<file path="src/rtl/vad_pkg.sv">
// Shared constants, FSM state encoding and result encoding for the VAD frame scheduler.
package vad_pkg;

    localparam int FRAME_LEN = 20;
    localparam int WINDOW    = 6;
    localparam int SLOT_W    = 3;
    localparam int IDX_W     = 5;
    localparam int HELD_W    = 3;

    localparam logic [SLOT_W-1:0] SLOT_LAST = SLOT_W'(WINDOW - 1);
    localparam logic [IDX_W-1:0]  IDX_LAST  = IDX_W'(FRAME_LEN - 1);
    localparam logic [HELD_W-1:0] HELD_FULL = HELD_W'(WINDOW);

    localparam logic [1:0] RESULT_NONE = 2'b00;

    typedef enum logic [1:0] {
        ST_WAIT_FRAME = 2'd0,
        ST_STREAM     = 2'd1,
        ST_WAIT_CORE  = 2'd2
    } vad_state_e;

endpackage

</file>
<file path="src/rtl/vad_ring_ptr.sv">
// Mod-WINDOW slot pointer: optional load, otherwise increments with wrap by compare.
module vad_ring_ptr
    import vad_pkg::*;
(
    input  logic              clk,
    input  logic              rst_n,
    input  logic              inc_i,
    input  logic              load_i,
    input  logic [SLOT_W-1:0] load_val_i,
    output logic [SLOT_W-1:0] ptr_o,
    output logic [SLOT_W-1:0] next_o
);

    logic [SLOT_W-1:0] ptr_q;

    assign next_o = (ptr_q == SLOT_LAST) ? '0 : ptr_q + SLOT_W'(1);
    assign ptr_o  = ptr_q;

    always_ff @(posedge clk) begin
        if (!rst_n) begin
            ptr_q <= '0;
        end else if (load_i) begin
            ptr_q <= load_val_i;
        end else if (inc_i) begin
            ptr_q <= next_o;
        end
    end

endmodule

</file>
<file path="src/rtl/vad_frame_scheduler.sv">
// Frame intake handshake, WINDOW-deep slot ring and oldest-first window streaming
// into the BNN core; captures the core decision.
module vad_frame_scheduler
    import vad_pkg::*;
(
    input  logic              clk,
    input  logic              rst_n,
    input  logic              read_en,
    output logic              empty,
    output logic              wr_en,
    output logic [SLOT_W-1:0] wr_slot,
    output logic              rd_en,
    output logic [SLOT_W-1:0] rd_slot,
    output logic [IDX_W-1:0]  rd_idx,
    output logic              core_start,
    input  logic              core_done,
    input  logic [1:0]        core_result,
    output logic [1:0]        result,
    output logic              result_valid,
    output logic [2:0]        frames_held,
    output logic [1:0]        dbg_state_o
);

    vad_state_e        state_q, state_d;
    logic [HELD_W-1:0] held_q, held_d;
    logic [IDX_W-1:0]  idx_q, idx_d;
    logic [1:0]        result_q;
    logic              result_valid_q;
    logic              core_start_q;
    logic              accept;
    logic              rd_inc, rd_load;
    logic [SLOT_W-1:0] wr_ptr, wr_ptr_next;
    logic [SLOT_W-1:0] rd_ptr, rd_ptr_next;

    // Handshake: a frame is taken exactly when read_en meets empty; read_en otherwise has no effect.
    assign accept = read_en && (state_q == ST_WAIT_FRAME);
    assign held_d = (accept && held_q != HELD_FULL) ? held_q + HELD_W'(1) : held_q;

    vad_ring_ptr u_wr_ptr (
        .clk        (clk),
        .rst_n      (rst_n),
        .inc_i      (accept),
        .load_i     (1'b0),
        .load_val_i ('0),
        .ptr_o      (wr_ptr),
        .next_o     (wr_ptr_next)
    );

    // Stream starts at the slot the write pointer moves to, which is the oldest frame.
    vad_ring_ptr u_rd_ptr (
        .clk        (clk),
        .rst_n      (rst_n),
        .inc_i      (rd_inc),
        .load_i     (rd_load),
        .load_val_i (wr_ptr_next),
        .ptr_o      (rd_ptr),
        .next_o     (rd_ptr_next)
    );

    always_comb begin
        state_d = state_q;
        idx_d   = idx_q;
        rd_inc  = 1'b0;
        rd_load = 1'b0;
        case (state_q)
            ST_WAIT_FRAME: begin
                if (accept && held_d == HELD_FULL) begin
                    state_d = ST_STREAM;
                    idx_d   = '0;
                    rd_load = 1'b1;
                end
            end
            ST_STREAM: begin
                if (idx_q == IDX_LAST) begin
                    idx_d = '0;
                    // The newest slot sits just behind the write pointer.
                    if (rd_ptr_next == wr_ptr) begin
                        state_d = ST_WAIT_CORE;
                    end else begin
                        rd_inc = 1'b1;
                    end
                end else begin
                    idx_d = idx_q + IDX_W'(1);
                end
            end
            ST_WAIT_CORE: begin
                if (core_done) begin
                    state_d = ST_WAIT_FRAME;
                end
            end
            default: state_d = ST_WAIT_FRAME;
        endcase
    end

    always_ff @(posedge clk) begin
        if (!rst_n) begin
            state_q        <= ST_WAIT_FRAME;
            held_q         <= '0;
            idx_q          <= '0;
            result_q       <= RESULT_NONE;
            result_valid_q <= 1'b0;
            core_start_q   <= 1'b0;
        end else begin
            state_q        <= state_d;
            held_q         <= held_d;
            idx_q          <= idx_d;
            core_start_q   <= rd_load;
            result_valid_q <= (state_q == ST_WAIT_CORE) && core_done;
            if ((state_q == ST_WAIT_CORE) && core_done) begin
                result_q <= core_result;
            end
        end
    end

    assign empty        = (state_q == ST_WAIT_FRAME);
    assign wr_en        = accept;
    assign wr_slot      = wr_ptr;
    assign rd_en        = (state_q == ST_STREAM);
    assign rd_slot      = rd_ptr;
    assign rd_idx       = idx_q;
    assign core_start   = core_start_q;
    assign result       = result_q;
    assign result_valid = result_valid_q;
    assign frames_held  = held_q;
    assign dbg_state_o  = state_q;

endmodule

</file>
<file path="config.mk">
export PLATFORM = sky130hd
export DESIGN_NAME = vad_frame_scheduler
export DESIGN_NICKNAME = d
export VERILOG_FILES = /design/src/rtl/vad_pkg.sv /design/src/rtl/vad_ring_ptr.sv /design/src/rtl/vad_frame_scheduler.sv
export SDC_FILE = /design/constraint.sdc
export NUM_CORES = 1
export LEC_CHECK = 0
export ABC_AREA = 1
export BUFFER_PORTS_ARGS = -buffer_cell sky130_fd_sc_hd__buf_2
export CAP_MARGIN = 25
export CORE_MARGIN = 10
export CORE_UTILIZATION = 39
export CTS_CLUSTER_SIZE = 10
export DETAILED_ROUTE_END_ITERATION = 10
export GPL_ROUTABILITY_DRIVEN = 0
export GPL_TIMING_DRIVEN = 0
export PLACE_DENSITY = 0.61
export SLEW_MARGIN = 20
export SYNTH_ARGS = -nofsm -noshare
export SYNTH_HDL_FRONTEND = slang
export SYNTH_SLANG_ARGS = --single-unit
</file>
<file path="constraint.sdc">
create_clock -name clk -period 2.82 [get_ports clk]
set_input_delay 0.564 -clock clk [delete_from_list [all_inputs] [get_ports clk]]
set_output_delay 0.564 -clock clk [all_outputs]
set_load 0.01 [all_outputs]
</file>
==> results.md <==
- Gr usage total: 0.102
- CTS Buf Count: 3
- Crit path DAT: 1.33 ns
- RSZ-0062 raised after global routing: false
- Final setup TNS: 0 ns
- DRC viols: 0
- Via count: 1061
- Final Instance Area: 1340 um^2
- Area of the die: 5490 um^2
- CTS sink count: 20
- Initial core utilization: 0.410
- Synth Net Count: 168
- Buffer type at the clock tree root: clkbuf_4
- Final period utilization: 0.673
- DIE WIDTH: 74.1 um
- Area grow syn2layout: 17.7%
- Layout Nets: 201
- CTS tree: done
- Finished Core Util: 0.483
- Slew Viols, Final: 0
- CP Class: reg -> out
- Final wirelength: 2650 um
- Wire per inst: 12.0 um
- Most common cell after layout, fill and taps aside: nand2_1
- Post-CTS sizing: 0
- Tightest Pin Transition: 0.643 ns
- Final Setup Violations: 0
- Crit end category: output pin
- Crit-path max cell delay: 0.51 ns
- Die Y: 74.1 um
- Antenna violations before repair: 0
- Drt first pass iters: 4
- Setup Skew: 0.00688 ns
- Setup crit start kind: flip-flop
- CP Data Required Time: 2.26 ns
- Placed cell count: 218
- Main area contributors after synthesis: dfxtp_1, nand2_1, inv_1, nand3_1, a21oi_2
- Avg Inst Size Synth: 7.18 um^2
- ANT nets after route: 0
- Leakage: 0.677 nW
- Layout cells sized above 1: 0.284
- GRT Residual Overflow: 0
- Relative slew slack: 0.572
- Tmin final: 1.90 ns
- Core outline area: 2780 um^2
- Cell taking the most area after synthesis: dfxtp_1
- Core Rows: 19
- Iteration-0 DRC Markers: 50
- Io pins: 29
- H-tree Lvls: 1
- #FFs+latches synth: 20
- Power Total: 1.16 mW
- Maximum vdd drop: 0.534 mV
- Maxcap violations: 0
- Library cells used by synthesis: 23
- Buf+Inv Stages, Crit Path: 2
- Yosys top cell area share: 0.351
- Status: completed
- Most frequent cells in the layout: nand2_1, buf_2, inv_1
- Mapped Cells: 159
- Clk slew on worst S/H paths: 0.11 ns
- Clock buffer depth: 2
- Antenna cell count: 0
- Pwr/cell area: 866 nW/um^2
- Yosys Warn Count: 0
- Clock Latency Late Sink: 0.29 ns
- Vias per cell: 4.80
- Worst path cell trace: nor2_4 -> nand2_1 -> inv_1 -> buf_2
- IO buf count: 28
- Placed cell area: 1320 um^2
- Register area share after synthesis: 0.351
- Synthesized area: 1140 um^2
- CTS Hold Bufs: 0
- HPWL Detailed: 2170 um
- Layout Cells excl Fill: 221
- Largest net degree at the start of global routing: 11
- CP max FO: 7
- Cell family with most CP delay: flip-flops
- Post-CTS Setup Bufs: 0
- Fillers: 286
- First-pass GRT wire length: 4490 um
- Worst min-delay path class: reg -> reg
- Fin. Hold Viols: 0
- Critical-path top delay cell: dfxtp_1
- Fmax: 0.527 GHz
- Vias in the first global route: 1034
## per-layer routing
layer | track usage | share of wire
met1 | 0.118 | 0.43
met2 | 0.170 | 0.50
met3 | 0.0319 | 0.065
met4 | 0.0373 | 0.0060
met5 | 0 | 0
## power by group
| group | switching, mW | internal [mW] |
|---|---|---|
| sequential | 0.0642 | 0.344 |
| clock | 0.0840 | 0.0497 |
| combinational | 0.400 | 0.221 |
| total | 0.548 | 0.614 |
## synthesized netlist by cell type
master and number:
a211oi_1 3, a21oi_1 3, a21oi_2 7, buf_1 1, clkbuf_1 1, dfxtp_1 20
ha_1 3, inv_1 27, inv_2 3, nand2_1 30, nand2_2 5, nand3_1 14
nand3_4 2, nand3b_1 1, nand4_1 4, nor2_1 13, nor2_2 1, nor2_4 5
nor3_1 1, o21ai_0 9, o21ai_1 3, xnor2_1 1, xor2_1 2
## layout make-up
cell class                      instances  area (um^2)  share of cell area
Sequential cell                        20          400               0.298
Clock buffer                            3         22.5              0.0168
Tap cell                               31         38.8              0.0289
Timing Repair Buffer                   28          140               0.104
Multi-Input combinational cell        107          621               0.462
Inverter                               30          113              0.0839
Buffer                                  2         7.51             0.00559
## sequential cells by signal (all words and copies together) (netlist names)
register	flops
core_start	1
u_rd_ptr.ptr_o	3
frames_held	3
u_wr_ptr.ptr_o	3
result_valid	1
dbg_state_o	2
result	2
rd_idx	5
## worst paths after layout
path / slack (ns) / start / depth (start not counted) / endpoint
hold reg to reg: 0.45 / result[0]$_SDFFE_PN0P_ / 2 / result[0]$_SDFFE_PN0P_
setup / recovery: 0.92 / dbg_state_o[1]$_SDFFE_PN0P_ / 4 / wr_en
setup reg to reg: 1.03 / frames_held[0]$_SDFF_PN0_ / 12 / u_rd_ptr.ptr_o[0]$_SDFFE_PN0P_
hold / removal: 0.45 / result[0]$_SDFFE_PN0P_ / 2 / result[0]$_SDFFE_PN0P_
## worst reg2reg max path, cell delays in order (launching register included)
cell     delay [ns]
dfxtp_1        0.39
inv_1          0.08
ha_1           0.19
nand2_1        0.13
nand3_4        0.14
nand2_2        0.10
nand2_1        0.07
nor2_2         0.13
nand3_4        0.14
nand2_1        0.12
o21ai_1        0.06
nor2_1         0.09
nor2_1         0.05
## metrics by stage
step,setup WS [ns],hold WS (ns)
finish,0.922,0.451
floorplan,1.15,0.467
global placement,1.10,0.429
CTS,0.904,0.454
detailed placement,1.06,0.436
global route,0.833,0.489
## logic make-up after synthesis
group,after synthesis,share of synthesized area
xor gates and xnor gates,3,0.0230
and+or+nand+nor,76,0.349
AOI/OAI and AO/OA,25,0.139
DFF,20,0.351
buffers and inverters,32,0.105
adders and majority gates,3,0.0329
Power figures use the tool's default switching activity.
